==> config.mk <==
export PLATFORM = sky130hd
export DESIGN_NAME = sum_accumulator
export DESIGN_NICKNAME = d
export VERILOG_FILES = /design/src/rtl/sum_accumulator.sv
export SDC_FILE = /design/constraint.sdc
export NUM_CORES = 1
export LEC_CHECK = 0
export CAP_MARGIN = 10
export CORE_MARGIN = 5
export CORE_UTILIZATION = 53
export CTS_BUF_LIST = sky130_fd_sc_hd__clkbuf_8
export CTS_CLUSTER_SIZE = 30
export DETAILED_ROUTE_END_ITERATION = 6
export HOLD_SLACK_MARGIN = 0.1
export PLACE_DENSITY = 0.87
export RECOVER_POWER = 50
export SYNTH_ARGS = -nofsm -noshare
export SYNTH_HDL_FRONTEND = slang
export SYNTH_SLANG_ARGS = --single-unit
==> constraint.sdc <==
create_clock -name clk -period 2.1 [get_ports clk]
set_input_delay 0.42 -clock clk [delete_from_list [all_inputs] [get_ports clk]]
set_output_delay 0.42 -clock clk [all_outputs]
set_load 0.05 [all_outputs]
==> src/rtl/sum_accumulator.sv <==
// sum_accumulator: sums N_SAMPLES 5-bit results {cout,sum} from an upstream
// 4-bit adder into an ACC_W-bit frame total with a valid/ready handshake on
// both sides and a sticky overflow flag.
// Build option: define SUM_ACC_SATURATE_EN to clamp the accumulator at
// 2^ACC_W-1 on overflow; otherwise it wraps modulo 2^ACC_W.
module sum_accumulator #(
    parameter int unsigned N_SAMPLES = 4,
    parameter int unsigned ACC_W     = 8
) (
    input  logic             clk,
    input  logic             rst,
    input  logic             start,
    input  logic [3:0]       sum,
    input  logic             cout,
    input  logic             in_valid,
    output logic             in_ready,
    output logic [ACC_W-1:0] result,
    output logic             out_valid,
    input  logic             out_ready,
    output logic             ovf
);

    typedef enum logic [1:0] {
        IDLE,
        ACCUM,
        DONE
    } state_t;

    localparam logic [7:0]       LAST_CNT = 8'(N_SAMPLES - 1);
    localparam logic [ACC_W-1:0] ACC_MAX  = '1;

    state_t           state_q;
    logic [ACC_W-1:0] acc_q;
    logic [ACC_W-1:0] acc_d;
    logic [7:0]       count_q;
    logic             ovf_q;
    logic             in_ready_q;
    logic             out_valid_q;

    logic             accept;
    logic [ACC_W:0]   add_wide;
    logic             add_ovf;

    // Next accumulator value for an accepted input, with carry-out as overflow.
    always_comb begin
        accept   = in_valid & in_ready_q;
        add_wide = {1'b0, acc_q} + {{(ACC_W - 4){1'b0}}, cout, sum};
        add_ovf  = add_wide[ACC_W];
`ifdef SUM_ACC_SATURATE_EN
        acc_d    = add_ovf ? ACC_MAX : add_wide[ACC_W-1:0];
`else
        acc_d    = add_wide[ACC_W-1:0];
`endif
    end

    // Frame FSM: state, accumulator, sample count, sticky overflow and
    // registered handshake flags all update together.
    always_ff @(posedge clk or posedge rst) begin
        if (rst) begin
            state_q     <= IDLE;
            acc_q       <= '0;
            count_q     <= '0;
            ovf_q       <= 1'b0;
            in_ready_q  <= 1'b0;
            out_valid_q <= 1'b0;
        end else begin
            case (state_q)
                IDLE: begin
                    if (start) begin
                        acc_q      <= '0;
                        count_q    <= '0;
                        ovf_q      <= 1'b0;
                        in_ready_q <= 1'b1;
                        state_q    <= ACCUM;
                    end
                end
                ACCUM: begin
                    if (accept) begin
                        acc_q   <= acc_d;
                        count_q <= count_q + 8'd1;
                        if (add_ovf) begin
                            ovf_q <= 1'b1;
                        end
                        if (count_q == LAST_CNT) begin
                            in_ready_q  <= 1'b0;
                            out_valid_q <= 1'b1;
                            state_q     <= DONE;
                        end
                    end
                end
                DONE: begin
                    // Accumulator is kept; it is only cleared by the next start.
                    if (out_ready) begin
                        out_valid_q <= 1'b0;
                        state_q     <= IDLE;
                    end
                end
                default: begin
                    in_ready_q  <= 1'b0;
                    out_valid_q <= 1'b0;
                    state_q     <= IDLE;
                end
            endcase
        end
    end

    // Outputs come straight from registers.
    always_comb begin
        in_ready  = in_ready_q;
        out_valid = out_valid_q;
        result    = acc_q;
        ovf       = ovf_q;
    end

endmodule

==> impl_metrics.prom <==
# TYPE chip_impl_metric gauge
chip_impl_metric{name="finalMaxSlewViolations",unit=""} 0
chip_impl_metric{name="timing.clock.skew",unit="ns"} 0.00132
chip_impl_info{name="crit-reg2reg-launch",value="result[0]"} 1
chip_impl_metric{name="worst_setup_hold_path_clk_slew",unit="ns"} 0.07
chip_impl_metric{name="grt_pass1_wl",unit="um"} 4350
chip_impl_metric{name="antenna_violating_nets_post_route",unit=""} 0
chip_impl_info{name="cpMaxStageDelayCell",value="sky130_fd_sc_hd__clkdlybuf4s50_1"} 1
chip_impl_metric{name="cpPeakStageDelay",unit="ns"} 0.42
chip_impl_metric{name="max_freq",unit="MHz"} 496
chip_impl_metric{name="synth-seq-cells",unit=""} 21
chip_impl_metric{name="number_of_flops_mapped_to_enable_cells_by_yosys",unit=""} 0
chip_impl_metric{name="worstPathArrival",unit="ns"} 2.16
chip_impl_metric{name="finalWirelength",unit="um"} 2540
chip_impl_metric{name="nFillCells",unit=""} 170
chip_impl_metric{name="hpwl",unit="um"} 1860
chip_impl_metric{name="grt_max_degree",unit=""} 22
chip_impl_metric{name="worst_slew_margin_rel",unit="%"} 24.3
chip_impl_metric{name="grt_overflow",unit=""} 0
chip_impl_metric{name="worst-slew-pin-transition",unit="ns"} 1.13
chip_impl_metric{name="cts-root-to-sink-buffers",unit=""} 2
chip_impl_metric{name="diodes",unit=""} 0
chip_impl_metric{name="power.ir.vdd_worst",unit="mV"} 0.392
chip_impl_metric{name="clkSinkCount",unit=""} 21
chip_impl_info{name="series_of_cell_instances_along_the_critical_path",value="clkdlybuf4s50_1 -> ha_1 -> fa_1 -> a211oi_2 -> o21bai_1 -> a32o_1"} 1
chip_impl_info{name="critical-path-top-delay-family",value="compound AO/OA/AOI/OAI gates"} 1
chip_impl_info{name="yosys-top-cells-area",value="sky130_fd_sc_hd__dfrtp_1 45%, sky130_fd_sc_hd__nand2_1 6.8%, sky130_fd_sc_hd__ha_1 6.4%, sky130_fd_sc_hd__nand3_1 5.2%, sky130_fd_sc_hd__o21ai_0 4.3%"} 1
chip_impl_metric{name="post_drt_via_cell_ratio",unit=""} 5.58
chip_impl_metric{name="core_region_area",unit="mm2"} 0.00215
chip_impl_metric{name="remaining_drc_errors",unit=""} 0
chip_impl_metric{name="worstPathRequired",unit="ns"} 2.24
chip_impl_metric{name="syn_inst",unit=""} 120
chip_impl_info{name="timing.critical_path.from_type",value="primary input"} 1
chip_impl_metric{name="hold_viol_final",unit=""} 0
chip_impl_metric{name="finalCriticalPeriod",unit="ns"} 2.02
chip_impl_metric{name="syn_area",unit="mm2"} 0.00116
chip_impl_metric{name="power.leakage",unit="nW"} 0.743
chip_impl_metric{name="post-synth-top-area-fraction",unit="%"} 45.1
chip_impl_metric{name="final_layout_size_suffix_gt1_share",unit="%"} 7.64
chip_impl_metric{name="number_of_antenna_violations_at_the_first_check_in_global_routing",unit=""} 0
chip_impl_info{name="outcome",value="completed"} 1
chip_impl_metric{name="dr_total_vias",unit=""} 959
chip_impl_info{name="crit_path_end_kind",value="register"} 1
chip_impl_metric{name="ioPinCount",unit=""} 21
chip_impl_metric{name="timing.final.crit_share",unit="%"} 96.0
chip_impl_metric{name="dieHeight",unit="um"} 56.9
chip_impl_metric{name="fin_nets",unit=""} 162
chip_impl_metric{name="preCtsSetupSlack",unit="ns"} -0.171
chip_impl_info{name="tritoncts_clock_tree",value="yes"} 1
chip_impl_metric{name="floorplan.initialDensity",unit="%"} 54.2
chip_impl_metric{name="ys_warn_count",unit=""} 0
chip_impl_info{name="r2r_end",value="ovf"} 1
chip_impl_metric{name="io_buffers",unit=""} 20
chip_impl_metric{name="fp.dieArea",unit="mm2"} 0.00324
chip_impl_info{name="synth_flop_cell",value="sky130_fd_sc_hd__dfrtp_1"} 1
chip_impl_metric{name="final_util",unit="%"} 67.7
chip_impl_metric{name="layout-area-overhead-vs-synth",unit="%"} 24.9
chip_impl_metric{name="synth_cell_type_count",unit=""} 31
chip_impl_metric{name="layout_setup_ws",unit="ns"} 0.0849
chip_impl_metric{name="fin_worst_hold_slack",unit="ns"} 0.476
chip_impl_metric{name="power.density",unit="mW/mm2"} 478
chip_impl_info{name="hold_path_end",value="out_valid"} 1
chip_impl_metric{name="tritoncts.num_buffers",unit=""} 3
chip_impl_metric{name="grt_util_all_layers",unit="%"} 16.6
chip_impl_metric{name="worstPathMaxFanout",unit=""} 2
chip_impl_info{name="hold_crit_path_type",value="reg2reg"} 1
chip_impl_metric{name="async_reset_ff_share",unit="%"} 100
chip_impl_metric{name="whs_path_depth",unit=""} 2
chip_impl_metric{name="detailedRoute.firstIterationViolations",unit=""} 21
chip_impl_metric{name="ys_seq_area_share",unit="%"} 45.1
chip_impl_info{name="largest_area_contributor_in_the_synthesized_netlist",value="sky130_fd_sc_hd__dfrtp_1"} 1
chip_impl_metric{name="globalplace.congestion",unit=""} 0.897
chip_impl_metric{name="cap_viol_max_count",unit=""} 0
chip_impl_metric{name="cts_setup_buffers",unit=""} 0
chip_impl_metric{name="rr_worst_depth",unit=""} 5
chip_impl_metric{name="detailedRoute.firstPassIterationCount",unit=""} 4
chip_impl_metric{name="drt-wirelength-per-cell",unit="um"} 14.8
chip_impl_metric{name="placed_cell_area",unit="mm2"} 0.00141
chip_impl_metric{name="grt_pass1_vias",unit=""} 1013
chip_impl_metric{name="finalPower",unit="mW"} 0.696
chip_impl_metric{name="setup_total_negative_slack",unit="ns"} 0
chip_impl_metric{name="cts.htree.levels",unit=""} 1
chip_impl_metric{name="post_synth.cell_area_avg",unit="um2"} 9.71
chip_impl_metric{name="row_count",unit=""} 17
chip_impl_metric{name="finalSetupViolations",unit=""} 0
chip_impl_metric{name="critPathBufInv",unit=""} 1
chip_impl_info{name="clk_root_buffer_cell",value="sky130_fd_sc_hd__clkbuf_8"} 1
chip_impl_info{name="rsz_0062_raised_after_global_routing",value="false"} 1
chip_impl_metric{name="r2r_setup_slk",unit="ns"} 0.29
chip_impl_info{name="hold_start",value="out_valid"} 1
chip_impl_metric{name="die_w",unit="um"} 56.9
chip_impl_metric{name="dpl.cell_count",unit=""} 168
chip_impl_metric{name="stdcell_count",unit=""} 172
chip_impl_metric{name="worst_skew_pair.late_latency",unit="ns"} 0.25
chip_impl_info{name="worstSetupPathType",value="in2reg"} 1
chip_impl_metric{name="synth_fp_nets",unit=""} 137
chip_impl_metric{name="final_cell_area",unit="mm2"} 0.00146
logic make-up after synthesis:
family / count (synthesis) / share of synthesized area (%)
AO/OA/AOI/OAI: 22 / 11.6
XOR/XNOR: 7 / 5.26
adder cells (fa/ha/maj): 7 / 8.16
buffers and inverters: 7 / 2.69
flip-flops: 21 / 45.1
multiplexers: 3 / 2.58
AND/OR/NAND/NOR: 53 / 24.6
worst max path at each step:
stage | from | slack [ns] | end | cells after the start
3_3_place_gp | sum[0] | -0.1 | ovf | 6
4_1_cts | sum[0] | 0.10 | ovf | 6
3_5_place_dp | sum[0] | -0.17 | ovf | 6
5_1_grt | sum[0] | 0.01 | result[6] | 7
2_1_floorplan | result[0] | 0.12 | ovf | 5
6_report | sum[0] | 0.08 | ovf | 6
cells in the mapped netlist (3+ instances only):
| master | instances |
|---|---|
| sky130_fd_sc_hd__dfrtp_1 | 21 |
| sky130_fd_sc_hd__nand2_1 | 21 |
| sky130_fd_sc_hd__nand3_1 | 12 |
| sky130_fd_sc_hd__o21ai_0 | 10 |
| sky130_fd_sc_hd__nor2_1 | 8 |
| sky130_fd_sc_hd__ha_1 | 6 |
| sky130_fd_sc_hd__xor2_1 | 5 |
| sky130_fd_sc_hd__a21oi_1 | 3 |
| sky130_fd_sc_hd__and2_1 | 3 |
| sky130_fd_sc_hd__inv_1 | 3 |
| sky130_fd_sc_hd__mux2i_1 | 3 |
area by class of cell:
| class | instances | area [um2] | share of cell area, % |
|---|---|---|---|
| Clock buffer | 3 | 41.3 | 2.84 |
| Clock inverter | 1 | 3.75 | 0.258 |
| Inverter | 3 | 11.3 | 0.774 |
| Multi-Input combinational cell | 92 | 612 | 42.0 |
| Sequential cell | 21 | 526 | 36.1 |
| Tap cell | 28 | 35.0 | 2.41 |
| Timing Repair Buffer | 24 | 226 | 15.6 |
worst register-to-register path, cell delays in order (launching register included):
cell                       delay (ns)
sky130_fd_sc_hd__dfrtp_1         0.40
sky130_fd_sc_hd__ha_1            0.21
sky130_fd_sc_hd__fa_1            0.42
sky130_fd_sc_hd__a211oi_2        0.25
sky130_fd_sc_hd__o21bai_1        0.15
sky130_fd_sc_hd__a32o_1          0.27
sequential cells by signal (all words and copies together), names as in the netlist:
register,count
in_ready,1
out_valid,1
count_q,8
result,8
state_q,2
ovf,1
what timing repair did:
action | 4_1_cts | 5_1_grt
endpoints found under the setup margin | 0 | 1
endpoints found under the hold margin | 0 | 0
resized for setup | 0 | 1
hold buffers | 0 | 0
report_power, final:
| part | leakage [nW] | internal, mW | switching, mW |
|---|---|---|---|
| combinational | 0.428 | 0.0205 | 0.0195 |
| clock | 0.0269 | 0.130 | 0.122 |
| sequential | 0.288 | 0.404 | 0 |
| total | 0.743 | 0.554 | 0.141 |
cell usage in the layout, fill, tap and decap left out, types with 4 or more instances in the layout:
cell / instances
sky130_fd_sc_hd__inv_1: 4
sky130_fd_sc_hd__dfrtp_1: 21
sky130_fd_sc_hd__clkdlybuf4s50_1: 18
sky130_fd_sc_hd__o21ai_0: 10
sky130_fd_sc_hd__ha_1: 6
sky130_fd_sc_hd__nand3_1: 12
sky130_fd_sc_hd__nand2_1: 21
sky130_fd_sc_hd__nor2_1: 8
sky130_fd_sc_hd__xor2_1: 5
per-layer routing:
metal  global-route usage [%]  wire, um  up-vias
li1                         -         -      468
met3                     2.76        80        2
met5                        0         0        -
met4                     4.97        10        0
met2                     29.5      1290       21
met1                     20.4      1160      468
No activity file was read; power rests on OpenSTA's default activity.
